**src/rtl/huffman_encoder_param_if.sv**
```systemverilog
// Stream bundle for huffman_encoder_param: symbol input and packed-word output.
// Ports: in_valid/in_ready/in_sym (symbol side), out_valid/out_ready/out_data/out_last (word side).
// slave = encoder view, master = producer/consumer view.
interface huffman_encoder_param_if #(
  parameter int SYM_W = 4,
  parameter int OUT_W = 8
);
  logic             in_valid;
  logic             in_ready;
  logic [SYM_W-1:0] in_sym;
  logic             out_valid;
  logic             out_ready;
  logic [OUT_W-1:0] out_data;
  logic             out_last;

  modport slave (
    input  in_valid, in_sym, out_ready,
    output in_ready, out_valid, out_data, out_last
  );

  modport master (
    output in_valid, in_sym, out_ready,
    input  in_ready, out_valid, out_data, out_last
  );
endinterface

```
**src/rtl/huffman_encoder_param.sv**
```systemverilog
// Huffman encoder: table-driven variable-length codes packed MSB-first into OUT_W-bit words.
// Ports: clk/rst, bus (symbol + word streams), flush, cfg_* table write, flush_done, err, bits_total.
// Latency: symbol accepted in cycle T reaches out_valid in T+2 at the earliest; stalls hold the word.
module huffman_encoder_param #(
  parameter int SYM_W   = 4,
  parameter int MAX_LEN = 8,
  parameter int OUT_W   = 8,
  parameter int LEN_W   = $clog2(MAX_LEN + 1)
) (
  input  logic                 clk,
  input  logic                 rst,
  huffman_encoder_param_if.slave bus,
  input  logic                 flush,
  input  logic                 cfg_we,
  input  logic [SYM_W-1:0]     cfg_addr,
  input  logic [LEN_W-1:0]     cfg_len,
  input  logic [MAX_LEN-1:0]   cfg_code,
  output logic                 flush_done,
  output logic                 err,
  output logic [15:0]          bits_total
);

  localparam int NSYM  = 1 << SYM_W;
  localparam int ACC_W = OUT_W + MAX_LEN;
  localparam int CNT_W = $clog2(ACC_W + 1);

  // RUN: no flush pending. DRAIN: flush pending, full words still leaving.
  // FINAL: waiting for a free output slot to emit the padded tail / done pulse.
  typedef enum logic [1:0] {RUN, DRAIN, FINAL} state_t;

  state_t state, state_nxt;

  logic [LEN_W-1:0]   len_tbl  [NSYM];
  logic [MAX_LEN-1:0] code_tbl [NSYM];

  // Accumulator: valid bits occupy the top cnt positions; everything below is kept zero,
  // so the padded tail can be taken straight from the top OUT_W bits.
  logic [ACC_W-1:0] acc;
  logic [CNT_W-1:0] cnt;

  logic [OUT_W-1:0] out_data_q;
  logic             out_valid_q;
  logic             out_last_q;

  logic [LEN_W-1:0]   sym_len;
  logic [MAX_LEN-1:0] sym_code;
  logic               sym_bad;
  logic               word_full;
  logic               slot_free;
  logic               in_ready_c;
  logic               accept;
  logic               extract;
  logic               fin_fire;
  logic [LEN_W-1:0]   pad_sh;
  logic [ACC_W-1:0]   app_bits;
  logic [16:0]        bits_sum;

  // Code table: a write lands at the edge, so a same-cycle lookup still sees the old entry.
  always_ff @(posedge clk or posedge rst) begin
    if (rst) begin
      for (int i = 0; i < NSYM; i++) begin
        len_tbl[i]  <= '0;
        code_tbl[i] <= '0;
      end
    end else if (cfg_we) begin
      len_tbl[cfg_addr]  <= cfg_len;
      code_tbl[cfg_addr] <= cfg_code;
    end
  end

  always_ff @(posedge clk or posedge rst) begin
    if (rst) state <= RUN;
    else     state <= state_nxt;
  end

  always_comb begin
    sym_len    = len_tbl[bus.in_sym];
    sym_code   = code_tbl[bus.in_sym];
    sym_bad    = (sym_len == '0) || (int'(sym_len) > MAX_LEN);
    word_full  = (cnt >= CNT_W'(OUT_W));
    slot_free  = !out_valid_q || bus.out_ready;
    in_ready_c = (state == RUN) && !word_full;
    accept     = bus.in_valid && in_ready_c;
    // Accept needs cnt < OUT_W and extraction needs cnt >= OUT_W, so they never coincide.
    extract    = word_full && slot_free;
    fin_fire   = (state == FINAL) && slot_free;

    // Park the code in the top MAX_LEN bits, shift its unused high bits off the top so the
    // code is left-aligned, then slide it down past the cnt bits already held.
    pad_sh   = LEN_W'(MAX_LEN) - sym_len;
    app_bits = ({sym_code, {OUT_W{1'b0}}} << pad_sh) >> cnt;

    bits_sum = {1'b0, bits_total} + 17'(sym_len);

    state_nxt = state;
    case (state)
      RUN:     if (flush) state_nxt = DRAIN;
      DRAIN:   if (!word_full) state_nxt = FINAL;
      FINAL:   if (slot_free) state_nxt = RUN;
      default: state_nxt = RUN;
    endcase
  end

  // Held low during reset so nothing is accepted while the table is being cleared.
  assign bus.in_ready  = in_ready_c && !rst;
  assign bus.out_valid = out_valid_q;
  assign bus.out_data  = out_data_q;
  assign bus.out_last  = out_last_q;

  always_ff @(posedge clk or posedge rst) begin
    if (rst) begin
      acc         <= '0;
      cnt         <= '0;
      out_data_q  <= '0;
      out_valid_q <= 1'b0;
      out_last_q  <= 1'b0;
      flush_done  <= 1'b0;
      err         <= 1'b0;
      bits_total  <= '0;
    end else begin
      flush_done <= 1'b0;

      // Accumulator
      if (accept) begin
        if (sym_bad) begin
          err <= 1'b1;
        end else begin
          acc        <= acc | app_bits;
          cnt        <= cnt + CNT_W'(sym_len);
          bits_total <= bits_sum[16] ? 16'hFFFF : bits_sum[15:0];
        end
      end else if (extract) begin
        acc <= acc << OUT_W;
        cnt <= cnt - CNT_W'(OUT_W);
      end else if (fin_fire) begin
        acc        <= '0;
        cnt        <= '0;
        flush_done <= 1'b1;
      end

      // Output register: loads on a full word or the padded tail, clears on handshake.
      if (extract) begin
        out_data_q  <= acc[ACC_W-1 -: OUT_W];
        out_valid_q <= 1'b1;
        out_last_q  <= 1'b0;
      end else if (fin_fire && (cnt != '0)) begin
        out_data_q  <= acc[ACC_W-1 -: OUT_W];
        out_valid_q <= 1'b1;
        out_last_q  <= 1'b1;
      end else if (out_valid_q && bus.out_ready) begin
        out_valid_q <= 1'b0;
        out_last_q  <= 1'b0;
      end
    end
  end

endmodule

```
**src/flat_wrapper.sv**
```systemverilog
// flat-port wrapper written by rule: the top's interface ports become plain ports
module huffman_encoder_param_flat 
#(
  parameter int SYM_W   = 4,
  parameter int MAX_LEN = 8,
  parameter int OUT_W   = 8,
  parameter int LEN_W   = $clog2(MAX_LEN + 1)
)
  (clk, rst, flush, cfg_we, cfg_addr, cfg_len, cfg_code, flush_done, err, bits_total, bus_in_valid, bus_in_sym, bus_out_ready, bus_in_ready, bus_out_valid, bus_out_data, bus_out_last);
  huffman_encoder_param_if #(.SYM_W(SYM_W), .OUT_W(OUT_W)) bus_i ();
  input  logic clk;
  input  logic rst;
  input  logic flush;
  input  logic cfg_we;
  input  logic [SYM_W-1:0] cfg_addr;
  input  logic [LEN_W-1:0] cfg_len;
  input  logic [MAX_LEN-1:0] cfg_code;
  output logic flush_done;
  output logic err;
  output logic [15:0] bits_total;
  input wire logic [$bits(bus_i.in_valid)-1:0] bus_in_valid;
  input wire logic [$bits(bus_i.in_sym)-1:0] bus_in_sym;
  input wire logic [$bits(bus_i.out_ready)-1:0] bus_out_ready;
  output wire logic [$bits(bus_i.in_ready)-1:0] bus_in_ready;
  output wire logic [$bits(bus_i.out_valid)-1:0] bus_out_valid;
  output wire logic [$bits(bus_i.out_data)-1:0] bus_out_data;
  output wire logic [$bits(bus_i.out_last)-1:0] bus_out_last;
  assign bus_i.in_valid = bus_in_valid;
  assign bus_i.in_sym = bus_in_sym;
  assign bus_i.out_ready = bus_out_ready;
  assign bus_in_ready = bus_i.in_ready;
  assign bus_out_valid = bus_i.out_valid;
  assign bus_out_data = bus_i.out_data;
  assign bus_out_last = bus_i.out_last;
  huffman_encoder_param #(.SYM_W(SYM_W), .MAX_LEN(MAX_LEN), .OUT_W(OUT_W), .LEN_W(LEN_W)) u_core (.clk(clk), .rst(rst), .bus(bus_i), .flush(flush), .cfg_we(cfg_we), .cfg_addr(cfg_addr), .cfg_len(cfg_len), .cfg_code(cfg_code), .flush_done(flush_done), .err(err), .bits_total(bits_total));
endmodule
```
**config.mk**
```make
export PLATFORM = sky130hd
export DESIGN_NAME = huffman_encoder_param_flat
export DESIGN_NICKNAME = d
export VERILOG_FILES = /design/src/rtl/huffman_encoder_param_if.sv /design/src/rtl/huffman_encoder_param.sv /design/src/flat_wrapper.sv
export SDC_FILE = /design/constraint.sdc
export NUM_CORES = 1
export LEC_CHECK = 0
export ABC_AREA = 1
export CAP_MARGIN = 10
export CORE_ASPECT_RATIO = 0.6
export CORE_MARGIN = 3
export CORE_UTILIZATION = 50
export DETAILED_ROUTE_END_ITERATION = 10
export PLACE_DENSITY = 0.78
export SYNTH_ARGS = -nofsm -noshare
export SYNTH_HDL_FRONTEND = slang
export SYNTH_SLANG_ARGS = --single-unit
```
**constraint.sdc**
```tcl
create_clock -name clk -period 11.6 [get_ports clk]
set_input_delay 3.48 -clock clk [delete_from_list [all_inputs] [get_ports clk]]
set_output_delay 3.48 -clock clk [all_outputs]
set_load 0.05 [all_outputs]
```
==> run metrics, run 1 <==
Unique masters post-synth between 40 and 50; number of buffers added for setup after CTS 0; register share of total power between 40% and 50%; CP Launch Point rst; number of cells on the worst reg-to-reg path 14; outcome finished clean; share of synthesized area occupied by flip-flops and latches 48.65%; Leakage around 0.0068 uW; crit path setup slack, layout between 3000 and 4000 ps; die span in y about 130 um; highest-count cells in the layout ignoring fill and taps nand2_1, dfrtp_1, o21ai_0; number of core rows between 40 and 50; H-Tree Depth 1; instance count on the critical path 3; arrival time of data at the critical path endpoint between 5000 and 6000 ps; worst slack, placed 3055 ps; Horiz. Die Dim approximately 210 um; synthesized flop and latch total roughly 240; Die Footprint around 27000 um2; Relative slew margins 22.82%; number of buffers added on ports between 50 and 60; wire length of the first global-routing pass roughly 54000 um; sum of negative setup slack 0 ps; num ports 55; RSZ-0062 raised after global routing false; category of cells accounting for the largest share of critical-path delay buffers and inverters; Diodes inserted 0; peak fanout along the critical path 2; achievable clock frequency between 0.1 and 0.15 GHz; power share of the clock group roughly 28%; standard cell core area approximately 24000 um2; remaining routing DRC violations 0; Critical Path End Type output port; CP max-delay cell clkdlybuf4s50_1; initial core utilization 51.25%; wire length reported by the detailed router roughly 33000 um; post-synth net total ~1700; sum of net half-perimeters after detailed placement 21320 um; number of iterations in the first detailed-routing pass 6; clock latency reported for the late side of the worst-skew pair between 500 and 600 ps; end of the critical path bus_in_ready; number of filler instances in the final layout between 2000 and 2500; Switching Share approximately 37%; CTS tree yes; total internal power around 1800 uW; gate count of the mapped netlist about 1700; Critical R2R Launch u_core.cnt[3]$_DFFE_PP0P_; required time at the endpoint of the critical path 8120 ps; Final min period 8532 ps; buffering stage count on the worst path with inverters included 2; delay of the slowest cell on the worst path approximately 830 ps; Final setup violation count 0; clock input transition at the sequential cells of the worst setup and hold paths about 60 ps; placer congestion estimate about 0.94; total number of yosys warnings 0; max-cap viol count 0; worst hold path stage count 2; iteration-0 DRC count of the detailed router roughly 1200; antenna viol nets, final 0; pin count of the biggest net entering global routing 146; setup slack on the worst flop-to-flop path 7990 ps; maximum number of buffers from clock root to sink 3; CTS root buffer clkbuf_16; number of global-route vias before repair about 10000; Reg-to-Reg End u_core.acc[3]$_DFFE_PP0P_; CP Launch Type input port; final hold violations 0; # nets final about 1700; Clock Sinks 243; most used cell, CP clkdlybuf4s50_1; CTS-repair resized insts 0; total standard cell area after synthesis ~12000 um2; post-route clock skew 10.92 ps; Area Overhead vs Synth 10.45%; class of the most critical setup path in -> out; Vias around 11000; fraction of final layout cells sized beyond drive strength 1 4.535%; path category of the worst min-delay check reg -> reg; clock buffer count from CTS 25; total power divided by cell area 203.9 nW/um2; Syn Area/Cell roughly 7.5 um2; pin slew with the least headroom to its limit around 1200 ps; Tcrit/Tclk final 73.55%; switching power of the nets approximately 1000 uW; chain of cells forming the critical path clkdlybuf4s50_1, nor3_1, clkdlybuf4s50_1; global route total overflow 0; max-slew violation total from the final report 0; most frequent standard cell in the layout excluding fill and tap cells nand2_1; routed len/inst roughly 16 um; Logic pwr share around 31%; total routing usage reported by global routing 24.81%; peak supply drop about 0.13 mV; initial antenna violation count 0; number of hold buffers added after cts 0; via density per instance between 5 and 6
==> power by group through the flow <==
stage	clock, uW	combinational, uW	sequential, uW
2_1_floorplan	0	585	1220
3_3_place_gp	0	836	1170
3_5_place_dp	0	861	1180
4_1_cts	795	865	1170
5_1_grt	826	994	1190
6_report	776	871	1170
==> area by class of cell <==
class | count | area, um2 | area share (%)
timing repair buffer | 66 | 628.1 | 4.550
clock buffer | 36 | 706.9 | 5.121
multi-input combinational | 1158 | 5285 | 38.28
tap | 322 | 402.9 | 2.918
sequential | 243 | 6081 | 44.05
inverter | 167 | 635.6 | 4.604
clock inverter | 6 | 66.31 | 0.4803
==> Yosys cell counts (all sizes together) <==
cell / instances / area share, %
nand2: 516 / 16
nor2: 90 / 2.9
clkinv: 5 / 0.16
nor3b: 1 / 0.10
a22oi: 1 / 0.060
a21o: 1 / 0.060
ha: 10 / 1.0
clkbuf: 50 / 1.5
nand4: 14 / 0.70
nand3b: 2 / 0.12
nor3: 9 / 0.36
or2: 12 / 0.60
xnor2: 1 / 0.070
a21boi: 1 / 0.060
inv: 162 / 4.9
nand3: 181 / 7.2
a21oi: 44 / 1.8
and2: 1 / 0.050
xor2: 3 / 0.21
o21ai: 254 / 10
buf: 42 / 2.5
o211ai: 11 / 0.66
o21a: 1 / 0.060
nor4: 1 / 0.050
a31oi: 1 / 0.050
fa: 2 / 0.32
o31ai: 1 / 0.10
dfrtp: 243 / 49
==> cells by family after synthesis <==
group	share of synthesized area, %
buffers and inverters	9.069
AO/OA/AOI/OAI	13.01
adder cells (fa/ha/maj)	1.321
XOR/XNOR	0.2803
AND/OR/NAND/NOR	27.67
flip-flops	48.65
==> metrics by stage <==
stage / instances / hold slack, ps / total power (uW) / util (%) / instance area [um2]
4_1_cts: 1998 / 472.3 / 2826 / 56.61 / 13810
3_5_place_dp: 1956 / 457.2 / 2040 / 53.44 / 13030
6_report: 1998 / 469.3 / 2815 / 56.61 / 13810
3_3_place_gp: 1956 / 446.4 / 2007 / 53.44 / 13030
2_1_floorplan: 1660 / 445.1 / 1803 / - / 12500
5_1_grt: 1998 / 497.6 / 3012 / 56.61 / 13810
==> worst min-delay path by stage <==
stage	start	to	slack, ps
6_report	u_core.bus.out_data[5]$_DFFE_PP0P_	u_core.bus.out_data[5]$_DFFE_PP0P_	470
3_5_place_dp	u_core.bus.out_data[7]$_DFFE_PP0P_	u_core.bus.out_data[7]$_DFFE_PP0P_	460
5_1_grt	u_core.len_tbl[46]$_DFFE_PP0P_	u_core.len_tbl[46]$_DFFE_PP0P_	500
3_3_place_gp	u_core.err$_DFFE_PP0P_	u_core.err$_DFFE_PP0P_	450
4_1_cts	u_core.bus.out_data[7]$_DFFE_PP0P_	u_core.bus.out_data[7]$_DFFE_PP0P_	470
2_1_floorplan	u_core.code_tbl[91]$_DFFE_PP0P_	u_core.code_tbl[91]$_DFFE_PP0P_	450
==> per-layer routing <==
metal / GRT usage, % / part of all wire [%] / vias to the layer above
li1: - / - / 5333
met1: 39.54 / 49 / 5235
met2: 35.24 / 41 / 408
met3: 4.508 / 8.2 / 50
met4: 5.188 / 1.8 / 0
met5: 0 / 0 / -
==> flip-flops by register name (all words and copies together), names as in the netlist, 2 cells and up <==
register             flops
u_core.code_tbl        128
u_core.bits_total       16
u_core.cnt               5
u_core.len_tbl          64
u_core.bus.out_data      8
u_core.state             2
u_core.acc              16
==> tightest hold or removal path, stage by stage (launching register included) <==
cell and delay [ps]:
dfrtp_1 340, nand2_1 50, nand2_1 50
No activity file was read; power rests on OpenSTA's default activity.
==> inputs of run 2 (changes only) <==
clock period = 8.4 ns   (was 11.6 ns; I/O delays follow)
==> run 2 against run 1 <==
  * Via count rose by 0.81%
  * First-iteration DRC count grew 8.1%
  * Critical endpoint unchanged
  * Non-clock buffer count up 1
  * Register-to-register slack got worse by 3100 ps
  * Clock skew down 3.0 ps
  * Clock power grew 49%
  * Sequential share of layout area decreased by 0.29 points
  * Largest cell class unchanged
  * Final cell count did not move
  * Sequential cell count stayed put
  * Combinational power grew 39%
  * Global-route usage down 0.17 points
==> run metrics, run 2 (synthesis gave the netlist of run 1 again) <==
outcome finished clean; placer congestion estimate 0.9256 (-1.4%); grt peak-use layer met1; required time at the endpoint of the critical path 5880 ps (-2240 ps); clock buffer count from CTS 24 (-4.0%); max-cap viol count 0 (unchanged); Critical Path End Type output port; category of cells accounting for the largest share of critical-path delay buffers and inverters; final hold violations 0 (unchanged); area of placed instances 13050 um2 (+0.13%); final cell count without fillers 1998 (unchanged); met1 usage in global routing 39.71% (+0.17 points); remaining routing DRC violations 0 (unchanged); Diodes inserted 0 (unchanged); pin slew with the least headroom to its limit 1045 ps (-109.0 ps); highest-count cells in the layout ignoring fill and taps nand2_1, dfrtp_1, o21ai_0; crit path setup slack, layout 1857 ps (-1211 ps); total power divided by cell area 287.2 nW/um2 (+41%); iteration-0 DRC count of the detailed router 1329 (+8.1%); maximum number of buffers from clock root to sink 3 (unchanged); number of core rows 44 (unchanged); wire length reported by the detailed router 33040 um (+0.93%); Die Footprint 26990 um2 (unchanged); global route total overflow 0 (unchanged); num ports 55 (unchanged); number of filler instances in the final layout 2211 (-3.3%); Horiz. Die Dim 210.1 um (unchanged); Clock Sinks 243 (unchanged); CTS root buffer clkbuf_16; post-route clock skew 7.921 ps (-2.997 ps); largest registers u_core.code_tbl: 128 flops, u_core.len_tbl: 64 flops; CP max-delay cell clkdlybuf4s50_1; achievable clock frequency about 0.15 GHz; arrival time of data at the critical path endpoint 4020 ps (-1030 ps); number of global-route vias before repair 10280 (-0.22%); CTS-repair resized insts 0 (unchanged); number of iterations in the first detailed-routing pass 5 (-1); initial core utilization 51.25% (unchanged); pin count of the biggest net entering global routing 129 (-12%); initial antenna violation count 0 (unchanged); number of buffers added on ports 54 (unchanged); most used cell, CP clkdlybuf4s50_1; Final min period ~6500 ps; buffering stage count on the worst path with inverters included 2 (unchanged); routing usage on met2 35.18% (-0.058 points); Leakage 0.006800 uW (+0.56%); chain of cells forming the critical path clkdlybuf4s50_1, nor3_1, clkdlybuf4s50_1; peak fanout along the critical path 2 (unchanged); RSZ-0062 raised after global routing false; routed len/inst 16.54 um (+0.93%); H-Tree Depth 1 (unchanged); worst slack, placed 1843 ps (-1212 ps); sum of negative setup slack 0 ps (unchanged); antenna viol nets, final 0 (unchanged); Final setup violation count 0 (unchanged); Area Overhead vs Synth 11.18%; max-slew violation total from the final report 0 (unchanged); top register by number of flip-flops u_core.code_tbl; Final Cell Area 13900 um2 (+0.66%); max FFs per register 128 (unchanged); wire length of the first global-routing pass 54300 um (-0.14%); number of hold buffers added after cts 0 (unchanged); delay of the slowest cell on the worst path 830 ps (about the same); peak supply drop 0.1541 mV (+21%); register area 6081 um2 (unchanged); Tcrit/Tclk final just under 80%; CP Launch Type input port; path category of the worst min-delay check reg -> reg; combined area of the multi-input logic cells 5285 um2 (unchanged); most frequent standard cell in the layout excluding fill and tap cells nand2_1; clock input transition at the sequential cells of the worst setup and hold paths 60 ps (about the same); Relative slew margins 30.11% (+7.3 points); via density per instance 5.563 (+0.81%); class of the most critical setup path in -> out; sum of net half-perimeters after detailed placement 22070 um (+3.5%); total routing usage reported by global routing 24.65% (-0.17 points); met3 Use GR 3.484% (-1.0 points); CTS tree yes; Vias 11120 (+0.81%); die span in y 128.5 um (unchanged); # nets final 1699 (unchanged); number of buffers added for setup after CTS 0 (unchanged); number of instances in the placed design 1957 (+0.051%); standard cell core area 24390 um2 (unchanged); fraction of final layout cells sized beyond drive strength 1 4.833% (+0.30 points); clock latency reported for the late side of the worst-skew pair 530 ps (about the same)
## run 2: layer usage
metal / vias to the layer above / wire length [um] / share of wire (%)
met5: - / 0 / 0
met4: 0 / 575 / 1.7
met3: 48 / 2398 / 7.3
met2: 410 / 13740 / 42
met1: 5326 / 16330 / 49
li1: 5331 / - / -
## run 2: layout make-up
cell class | instances | area share, %
clock buffer | 31 | 4.952
clock inverter | 10 | 1.152
inverter | 167 | 4.547
multi-input combinational | 1158 | 38.03
sequential | 243 | 43.76
tap | 322 | 2.899
timing repair buffer | 67 | 4.664
## run 2: metrics by stage
stage / util [%] / power, uW / hold slack, ps
after floorplan: - / 2491 / 445.1
after global placement: 53.50 / 2784 / 455.9
after detailed placement: 53.50 / 2825 / 457.3
after CTS: 56.98 / 3994 / 472.6
after global routing: 56.98 / 4246 / 492.5
final: 56.98 / 3991 / 470.2
## run 2: report_power, final
group | switching [uW] | internal, uW | total [uW]
clock network | 461 | 700 | 1160
registers | 181 | 1440 | 1620
logic | 822 | 390 | 1210
total | 1460 | 2530 | 3990
## run 2: tightest hold or removal path, stage by stage, from the launching register on
cell and delay, ps:
dfrtp_1 340, nand2_1 50, nand2_1 50
## run 2: final timing paths
path                                               startpoint                                  to  slack [ps]  depth (start not counted)
max reg2reg                         u_core.cnt[3]$_DFFE_PP0P_           u_core.acc[1]$_DFFE_PP0P_        4940                         14
max in group asynchronous                                 rst     u_core.code_tbl[33]$_DFFE_PP0P_        4720                          3
min reg2reg                u_core.bus.out_data[4]$_DFFE_PP0P_  u_core.bus.out_data[4]$_DFFE_PP0P_         470                          2
min in group asynchronous                                 rst  u_core.bus.out_data[5]$_DFFE_PP0P_        2410                          2
max                                                       rst                        bus_in_ready        1860                          3
min                        u_core.bus.out_data[4]$_DFFE_PP0P_  u_core.bus.out_data[4]$_DFFE_PP0P_         470                          2
==> inputs of run 3 (changes only) <==
PLACE_DENSITY = 0.8   (was 0.78)
clock period = 5.5 ns   (was 8.4 ns; I/O delays follow)
==> run 3 against run 2 <==
  * Clock power rose by 37%
  * Worst hold slack improved by 6.8 ps
  * Clock skew rose by 1.5 ps
  * Combinational power rose by 52%
  * Largest cell class unchanged
==> run metrics, run 3 (synthesis gave the netlist of run 1 again) <==
outcome finished clean; Critical Path End Type output port; peak supply drop 0.2323 mV (+51%); num ports 55 (unchanged); antenna viol nets, final 0 (unchanged); initial core utilization 51.25% (unchanged); Reg-to-Reg End u_core.bus.out_data[3]$_DFFE_PP0P_; path category of the worst min-delay check reg -> reg; setup slack on the worst flop-to-flop path 2180 ps (-2760 ps); required time at the endpoint of the critical path 3850 ps (-2030 ps); wire length of the first global-routing pass 54050 um (-0.46%); die span in y 128.5 um (unchanged); highest-count cells in the layout ignoring fill and taps nand2_1, dfrtp_1, o21ai_0; worst hold slack after final layout 477.0 ps (+6.826 ps); routing usage on met2 35.89% (+0.71 points); # nets final 1706 (+0.41%); H-Tree Depth 1 (unchanged); total power divided by cell area 425.9 nW/um2 (+48%); fraction of final layout cells sized beyond drive strength 1 4.866% (+0.034 points); number of iterations in the first detailed-routing pass 6 (+1); worst hold path stage count 2 (unchanged); global route total overflow 0 (unchanged); Leakage 0.006783 uW (-0.25%); placer congestion estimate 0.9338 (+0.89%); sink of the worst hold path u_core.bus.out_data[4]$_DFFE_PP0P_; sum of net half-perimeters after detailed placement 22020 um (-0.21%); met3 Use GR 4.776% (+1.3 points); sum of negative setup slack 0 ps (unchanged); Die Footprint 26990 um2 (unchanged); iteration-0 DRC count of the detailed router 1407 (+5.9%); Diodes inserted 0 (unchanged); met1 usage in global routing 37.73% (-2.0 points); maximum number of buffers from clock root to sink 3 (unchanged); grt peak-use layer met1; critical hold path startpoint u_core.bus.out_data[4]$_DFFE_PP0P_; RSZ-0062 raised after global routing false; CTS root buffer clkbuf_16; number of filler instances in the final layout 2226 (+0.68%); clock input transition at the sequential cells of the worst setup and hold paths 60 ps (about the same); Final min period about 4800 ps; pin count of the biggest net entering global routing 131 (+1.6%); Horiz. Die Dim 210.1 um (unchanged); via density per instance 5.549 (-0.25%); number of buffers added on ports 54 (unchanged); most frequent standard cell in the layout excluding fill and tap cells nand2_1; achievable clock frequency between 0.2 and 0.25 GHz; initial antenna violation count 0 (unchanged); wire length reported by the detailed router 32760 um (-0.87%); number of core rows 44 (unchanged); post-route clock skew 9.396 ps (+1.475 ps); class of the most critical setup path in -> out; largest registers u_core.code_tbl: 128 flops, u_core.len_tbl: 64 flops; number of cells on the worst reg-to-reg path 11 (-3); CP Launch Type input port; Tcrit/Tclk final 87.73%; max-cap viol count 0 (unchanged); routed len/inst 16.32 um (-1.3%); max FFs per register 128 (unchanged); clock latency reported for the late side of the worst-skew pair 530 ps (about the same); remaining routing DRC violations 0 (unchanged); Area Overhead vs Synth 10.88%; clock buffer count from CTS 24 (unchanged); final hold violations 0 (unchanged); pin slew with the least headroom to its limit 1171 ps (+125.6 ps); top register by number of flip-flops u_core.code_tbl; CTS-repair resized insts 0 (unchanged); number of global-route vias before repair 10360 (+0.81%); number of buffers added for setup after CTS 0 (unchanged); number of hold buffers added after cts 0 (unchanged); Relative slew margins 21.71% (-8.4 points); total routing usage reported by global routing 24.39% (-0.26 points); Final setup violation count 0 (unchanged); Critical R2R Launch u_core.cnt[3]$_DFFE_PP0P_; Vias 11140 (+0.20%); standard cell core area 24390 um2 (unchanged); CTS tree yes; max-slew violation total from the final report 0 (unchanged); peak fanout along the critical path 2 (unchanged); arrival time of data at the critical path endpoint 3170 ps (-850 ps); Clock Sinks 243 (unchanged)
-- run 3: cell types whose count changed in the layout (fill, tap and decap cells not counted), sizes merged --
cell / change
bufinv: -3
clkinv: -1
buf: +7
clkbuf: +5
inv: +1
-- run 3: worst max-delay path, cell delays in order --
cell             delay, ps
clkdlybuf4s50_1        460
nor3_1                 220
clkdlybuf4s50_1        840
-- run 3: how the worst max path moves through the flow --
stage                       start                   endpoint  slack, ps  depth (start not counted)
detailed placement  bus_in_sym[1]  u_core.acc[1]$_DFFE_PP0P_        450                         20
floorplan                     rst  u_core.acc[0]$_DFFE_PP0P_        660                          1
global route                  rst               bus_in_ready        590                          3
finish                        rst               bus_in_ready        680                          3
CTS                           rst               bus_in_ready        670                          3
global placement    bus_in_sym[1]  u_core.acc[1]$_DFFE_PP0P_        540                         20
-- run 3: layer usage --
metal	up-vias	wire length [um]
li1	5350	-
met3	46	2585
met4	0	436
met2	438	14000
met5	-	0
met1	5303	15730
-- run 3: stage by stage --
stage | util, % | instances | worst slack [ps] | area (um2) | power [uW]
detailed placement | 53.77 | 1964 | 450.7 | 13110 | 4307
global placement | 53.77 | 1964 | 544.9 | 13110 | 4234
floorplan | - | 1660 | 660.2 | 12500 | 3804
global route | 56.83 | 2007 | 585.7 | 13860 | 6296
finish | 56.83 | 2007 | 675.1 | 13860 | 5902
CTS | 56.83 | 2007 | 674.8 | 13860 | 5907
-- run 3: where the power goes --
group          switching [uW]  internal, uW  total (uW)
registers                 274          2200        2470
clock network             697           890        1590
logic                    1240           603        1840
-- run 3: area by class of cell --
class                      instances  area, um2  area share [%]
inverter                         167      631.9           4.559
timing repair buffer              74      713.2           5.146
clock buffer                      36      665.6           4.803
sequential                       243       6081           43.87
tap                              322      402.9           2.907
clock inverter                     7      80.08          0.5778
multi-input combinational       1158       5285           38.13
